===== config.mk =====
export PLATFORM = sky130hd
export DESIGN_NAME = grain128a_wide
export DESIGN_NICKNAME = d
export VERILOG_FILES = /design/src/rtl/grain128a_wide.sv
export SDC_FILE = /design/constraint.sdc
export NUM_CORES = 1
export LEC_CHECK = 0
export ABC_CLOCK_PERIOD_IN_PS = 2200
export BUFFER_PORTS_ARGS = -buffer_cell sky130_fd_sc_hd__clkbuf_2
export CAP_MARGIN = 20
export CORE_AREA = 2 2 174 176
export DETAILED_ROUTE_END_ITERATION = 8
export DIE_AREA = 0 0 176 178
export GPL_TIMING_DRIVEN = 0
export HOLD_SLACK_MARGIN = 0.08
export PLACE_DENSITY = 0.76
export SKIP_CTS_REPAIR_TIMING = 1
export SYNTH_ARGS = -nofsm -noshare
export SYNTH_HDL_FRONTEND = slang
export SYNTH_SLANG_ARGS = --single-unit

===== constraint.sdc =====
create_clock -name clk -period 2.2 [get_ports clk]
set_clock_uncertainty 0.2 [all_clocks]
set_input_delay 0.22 -clock clk [delete_from_list [all_inputs] [get_ports clk]]
set_output_delay 0.22 -clock clk [all_outputs]
set_load 0.02 [all_outputs]

===== src/rtl/grain128a_wide.sv =====
// Grain-128a keystream generator producing W keystream bits per clock behind a
// valid/ready output handshake; the 256-step initialisation takes 256/W cycles.
module grain128a_wide #(
   parameter int W = 8
) (
   input  logic         clk,
   input  logic         n_reset,
   input  logic         initialise,
   input  logic [127:0] key,
   input  logic [95:0]  IV,
   input  logic         ks_ready,
   output logic         ks_valid,
   output logic [W-1:0] ks_data,
   output logic         ready
);

   localparam int INIT_CYCLES = 256 / W;
   localparam int CNT_W = (INIT_CYCLES > 1) ? $clog2(INIT_CYCLES) : 1;
   localparam logic [CNT_W-1:0] CNT_LAST = CNT_W'(INIT_CYCLES - 1);

   localparam logic [1:0] ST_IDLE = 2'd0;
   localparam logic [1:0] ST_INIT = 2'd1;
   localparam logic [1:0] ST_RUN  = 2'd2;

   typedef struct packed {
      logic [127:0] s;
      logic [127:0] b;
      logic         y;
   } step_t;

   // One cipher clock; in init mode the pre-output bit is folded back into both registers.
   function automatic step_t grain_step(input logic [127:0] s, input logic [127:0] b,
                                        input logic init_mode);
      logic  f;
      logic  g;
      logic  h;
      logic  y;
      step_t r;
      f = s[0] ^ s[7] ^ s[38] ^ s[70] ^ s[81] ^ s[96];
      g = s[0] ^ b[0] ^ b[26] ^ b[56] ^ b[91] ^ b[96] ^ (b[3] & b[67]) ^ (b[11] & b[13]) ^
          (b[17] & b[18]) ^ (b[27] & b[59]) ^ (b[40] & b[48]) ^ (b[61] & b[65]) ^
          (b[68] & b[84]) ^ (b[88] & b[92] & b[93] & b[95]) ^ (b[22] & b[24] & b[25]) ^
          (b[70] & b[78] & b[82]);
      h = (b[12] & s[8]) ^ (s[13] & s[20]) ^ (b[95] & s[42]) ^ (s[60] & s[79]) ^
          (b[12] & b[95] & s[94]);
      y = h ^ s[93] ^ b[2] ^ b[15] ^ b[36] ^ b[45] ^ b[64] ^ b[73] ^ b[89];
      r.s = {f ^ (y & init_mode), s[127:1]};
      r.b = {g ^ (y & init_mode), b[127:1]};
      r.y = y;
      return r;
   endfunction

   logic [127:0] lfsr_r;
   logic [127:0] nfsr_r;
   logic [1:0]   state_r;
   logic [CNT_W-1:0] cnt_r;
   logic         ks_valid_r;
   logic [W-1:0] ks_data_r;
   logic         ready_r;

   logic [127:0] lfsr_nxt_s;
   logic [127:0] nfsr_nxt_s;
   logic [W-1:0] word_s;
   step_t        step_s;
   logic         init_mode_s;
   logic         advance_s;

   assign init_mode_s = (state_r == ST_INIT);
   assign advance_s   = !ks_valid_r || ks_ready;

   // W chained steps; step i sees the state produced by step i-1, bit 0 is earliest
   always_comb begin
      lfsr_nxt_s = lfsr_r;
      nfsr_nxt_s = nfsr_r;
      word_s     = '0;
      step_s     = '0;
      for (int i = 0; i < W; i++) begin
         step_s     = grain_step(lfsr_nxt_s, nfsr_nxt_s, init_mode_s);
         lfsr_nxt_s = step_s.s;
         nfsr_nxt_s = step_s.b;
         word_s[i]  = step_s.y;
      end
   end

   // Load, initialisation sequencing and stall-aware keystream output
   always_ff @(posedge clk or negedge n_reset) begin
      if (!n_reset) begin
         lfsr_r     <= '0;
         nfsr_r     <= '0;
         state_r    <= ST_IDLE;
         cnt_r      <= '0;
         ks_valid_r <= 1'b0;
         ks_data_r  <= '0;
         ready_r    <= 1'b0;
      end else if (initialise) begin
         nfsr_r     <= key;
         lfsr_r     <= {1'b0, {31{1'b1}}, IV};
         cnt_r      <= '0;
         state_r    <= ST_INIT;
         ks_valid_r <= 1'b0;
         ready_r    <= 1'b0;
      end else begin
         case (state_r)
            ST_INIT: begin
               lfsr_r <= lfsr_nxt_s;
               nfsr_r <= nfsr_nxt_s;
               cnt_r  <= cnt_r + CNT_W'(1);
               if (cnt_r == CNT_LAST) begin
                  state_r <= ST_RUN;
                  ready_r <= 1'b1;
               end
            end
            ST_RUN: begin
               // a pending word is only replaced once the consumer has taken it
               if (advance_s) begin
                  lfsr_r     <= lfsr_nxt_s;
                  nfsr_r     <= nfsr_nxt_s;
                  ks_data_r  <= word_s;
                  ks_valid_r <= 1'b1;
               end
            end
            ST_IDLE: begin
               ks_valid_r <= 1'b0;
               ready_r    <= 1'b0;
            end
            default: begin
               state_r    <= ST_IDLE;
               ks_valid_r <= 1'b0;
               ready_r    <= 1'b0;
            end
         endcase
      end
   end

   assign ks_valid = ks_valid_r;
   assign ks_data  = ks_data_r;
   assign ready    = ready_r;

endmodule


==> flow_summary.toml <==
[logic_synthesis]
muxShareOfSynthArea_pct = 14.4
synthSimpleGateAreaFrac_pct = 9.90
synth_top_family_by_area = "XOR/XNOR gates"
ys_ff_latch = 273
synth_compound_area_share_pct = 10.8
synth_warnings = 0
synthCells = 1501
synth.cell_area_um2 = 15000
syn_avg_cell_area_um2 = 10.0
synth_fa_ha_area_share_pct = 0.167
synth_xor_area_share_pct = 16.4
ys_types = 31
synth_nets = 1731
ys_seq_area_share_pct = 45.5

[worst_setup_path]
max_stage_delay_ns = 0.49
end_kind = "flip-flop"
r2r_start = "nfsr_r[50]"
rr_worst_depth = 7
arrival_ns = 2.73
ff2ff_setup_slack_ns = -0.28
cp.required_ns = 2.45
path_cells = "xnor2_1 -> xnor2_1 -> xnor3_1 -> xnor2_2 -> nor2_2 -> xnor3_1 -> o22a_1"
crit_fanout = 4
cpMaxStageDelayCell = "xnor3_1"
cp-start-kind = "flip-flop"
r2r-end = "lfsr_r[125]"
criticalPathCategory = "reg2reg"

[floorplan]
core-area_um2 = 29400
die_w_um = 176
chipHeight_um = 178
io_pins = 238
die_area_um2 = 31300
start_util_pct = 51.1
core.rowCount = 63

[route]
num_vias = 14300
drc = 0
wire_per_inst_um = 23.5
avgViaCountPerCell = 5.88
drt-pass1-iter-count = 7
final_antenna_net_count = 0
drt_iter0_drc = 1529
wl_mm = 57.1

[timing]
worstMarginPinSlew_ns = 0.889
hold_viol = 0
drv_slew = 0
relSlewSlack_pct = 40.7
layout_setup_ws_ns = -0.279
rsz0062_at_grt = "yes"
max_freq_mhz = 403
post-route-period-util_pct = 113
layout_min_cycle_time_ns = 2.48
finalSetupViolations = 22

[placement]
portBuffers = 237
place.gp.congestion = 1.01
dp_hpwl_mm = 35.8
place_inst = 2130

[final_layout]
multi_input_area_um2 = 8180
instances_no_fill = 2427
final_common_cell = "nand2_1"
n_fill_cell = 1996
utilization_pct = 71.0
fin_nets = 2244
antennaDiodeCount = 0
seqCellArea_um2 = 6880
layout_common_cells = "nand2_1 (306), clkbuf_2 (256), dfrtp_1 (234)"
syn_to_final_growth_pct = 38.9
drive_gt1_share_pct = 22.8

[pwr]
power_density_nw_per_um2 = 922
ir_drop_uv = 837
p_leak_uw = 0.00923
power.total_uw = 19300

[hold_path]
min-delay-path-class = "in2async"

[clock_network]
cts_tree = "built"
clkSinkCount = 273
clock_latency_ns = 0.58
cts_buffers = 29
clkTransAtPathRegs_ns = 0.07
h-tree-depth = 1
clk_path_buf_depth = 3
cts_root_buf = "clkbuf_16"

[global_route]
grt_pass1_wl_mm = 71.7
grt.busiest_layer = "met2"
use_met3_pct = 6.05
use_met2_pct = 46.8
grt_pass1_vias = 12300
gr-total-overflow = 0
antenna_found_initial = 0
grt.met1_usage_pct = 42.2
grt_max_degree = 115
grt.total_usage_pct = 30.2

[outcome]
violations = "negative setup slack"
outcome = "complete, but fails checks"

[run]
cap_violations = 0
==> area by class of cell <==
type                    instances  area share, %
plain buffers                  93           2.45
inverters                       1         0.0180
clock buffers                  35           3.68
multi-input cells            1123           39.2
well taps                     390           2.34
clock inverters                19           1.49
repair buffers                493           17.9
flip-flops and latches        273           33.0
==> report_power, final <==
| group | switching, µW | internal, µW | leakage (µW) |
|---|---|---|---|
| combinational | 3200 | 3810 | 0.00563 |
| clock | 2170 | 3430 | 0.000522 |
| sequential | 914 | 5730 | 0.00308 |
==> stage by stage <==
stage	setup WS, ns	area (µm²)	hold WS, ns	setup TNS, ns
2_1_floorplan	0.000528	15000	-0.276	0
3_3_place_gp	-4.93	16700	0.261	-1613.91
3_5_place_dp	-0.777	16800	0.0962	-158.41
4_1_cts	-0.800	17900	-0.496	-162.70
5_1_grt	-0.326	20900	0.0874	-6.32
6_report	-0.279	20900	0.0216	-3.65
==> worst max-delay path, delay by kind of cell (launching register included) <==
| kind | cells | cell delay (ns) |
|---|---|---|
| compound gates | 1 | 0.18 |
| flops | 1 | 0.48 |
| simple gates | 1 | 0.16 |
| xor+xnor | 5 | 1.32 |
==> per-layer routing <==
metal / wire length, µm / vias up / share of wire [%]
li1: - / 6114 / -
met2: 26200 / 1039 / 46
met4: 3540 / 0 / 6.2
met3: 6060 / 284 / 11
met1: 21300 / 6833 / 37
met5: 0 / - / 0
==> state kept, by name, indices dropped and copies added, names as in the netlist <==
register  count
cnt_r         5
ks_data       8
ks_valid      1
lfsr_r      128
nfsr_r      128
ready         1
state_r       2
==> Yosys cell counts <==
cell type	count	area (µm²)
xnor2_1	168	1470
buf_4	1	7.51
nand4_1	9	56.3
o22a_1	31	272
o21ai_0	231	1160
xnor3_1	24	541
a21oi_1	14	70.1
nor2_1	19	71.3
dfrtp_1	273	6830
and2_1	1	6.26
buf_2	28	140
xor2_1	52	455
and3b_1	7	61.3
nand3_1	16	80.1
nor2_2	1	6.26
clkbuf_1	70	263
o21ai_1	1	5.00
inv_1	1	3.75
o21bai_1	1	7.51
nand2_1	307	1150
a22oi_1	8	60.1
nor2b_1	2	12.5
mux2i_1	216	2160
nand2b_1	2	12.5
or3_1	1	6.26
nor2_4	1	11.3
ha_1	2	25.0
and3_1	1	6.26
a21boi_0	7	52.6
nor3_1	1	5.00
buf_1	5	18.8
==> worst max path at each step <==
stage                     startpoint          end  slack [ns]  depth (start not counted)
after floorplan           nfsr_r[91]  lfsr_r[122]      0.0005                          7
after global placement       n_reset     cnt_r[3]       -4.93                          1
after detailed placement  state_r[0]  nfsr_r[125]       -0.78                          7
after CTS                 state_r[0]  nfsr_r[125]       -0.80                          7
after global routing      nfsr_r[96]  nfsr_r[121]       -0.33                          8
final                     nfsr_r[50]  lfsr_r[125]       -0.28                          7
==> logic make-up after synthesis <==
logic type	Yosys count
AND/OR/NAND/NOR	368
multiplexers	216
XOR/XNOR	244
adder cells (fa/ha/maj)	2
AO/OA/AOI/OAI	293
flip-flops	273
buffers and inverters	105
(Power assumes the default switching activity.)
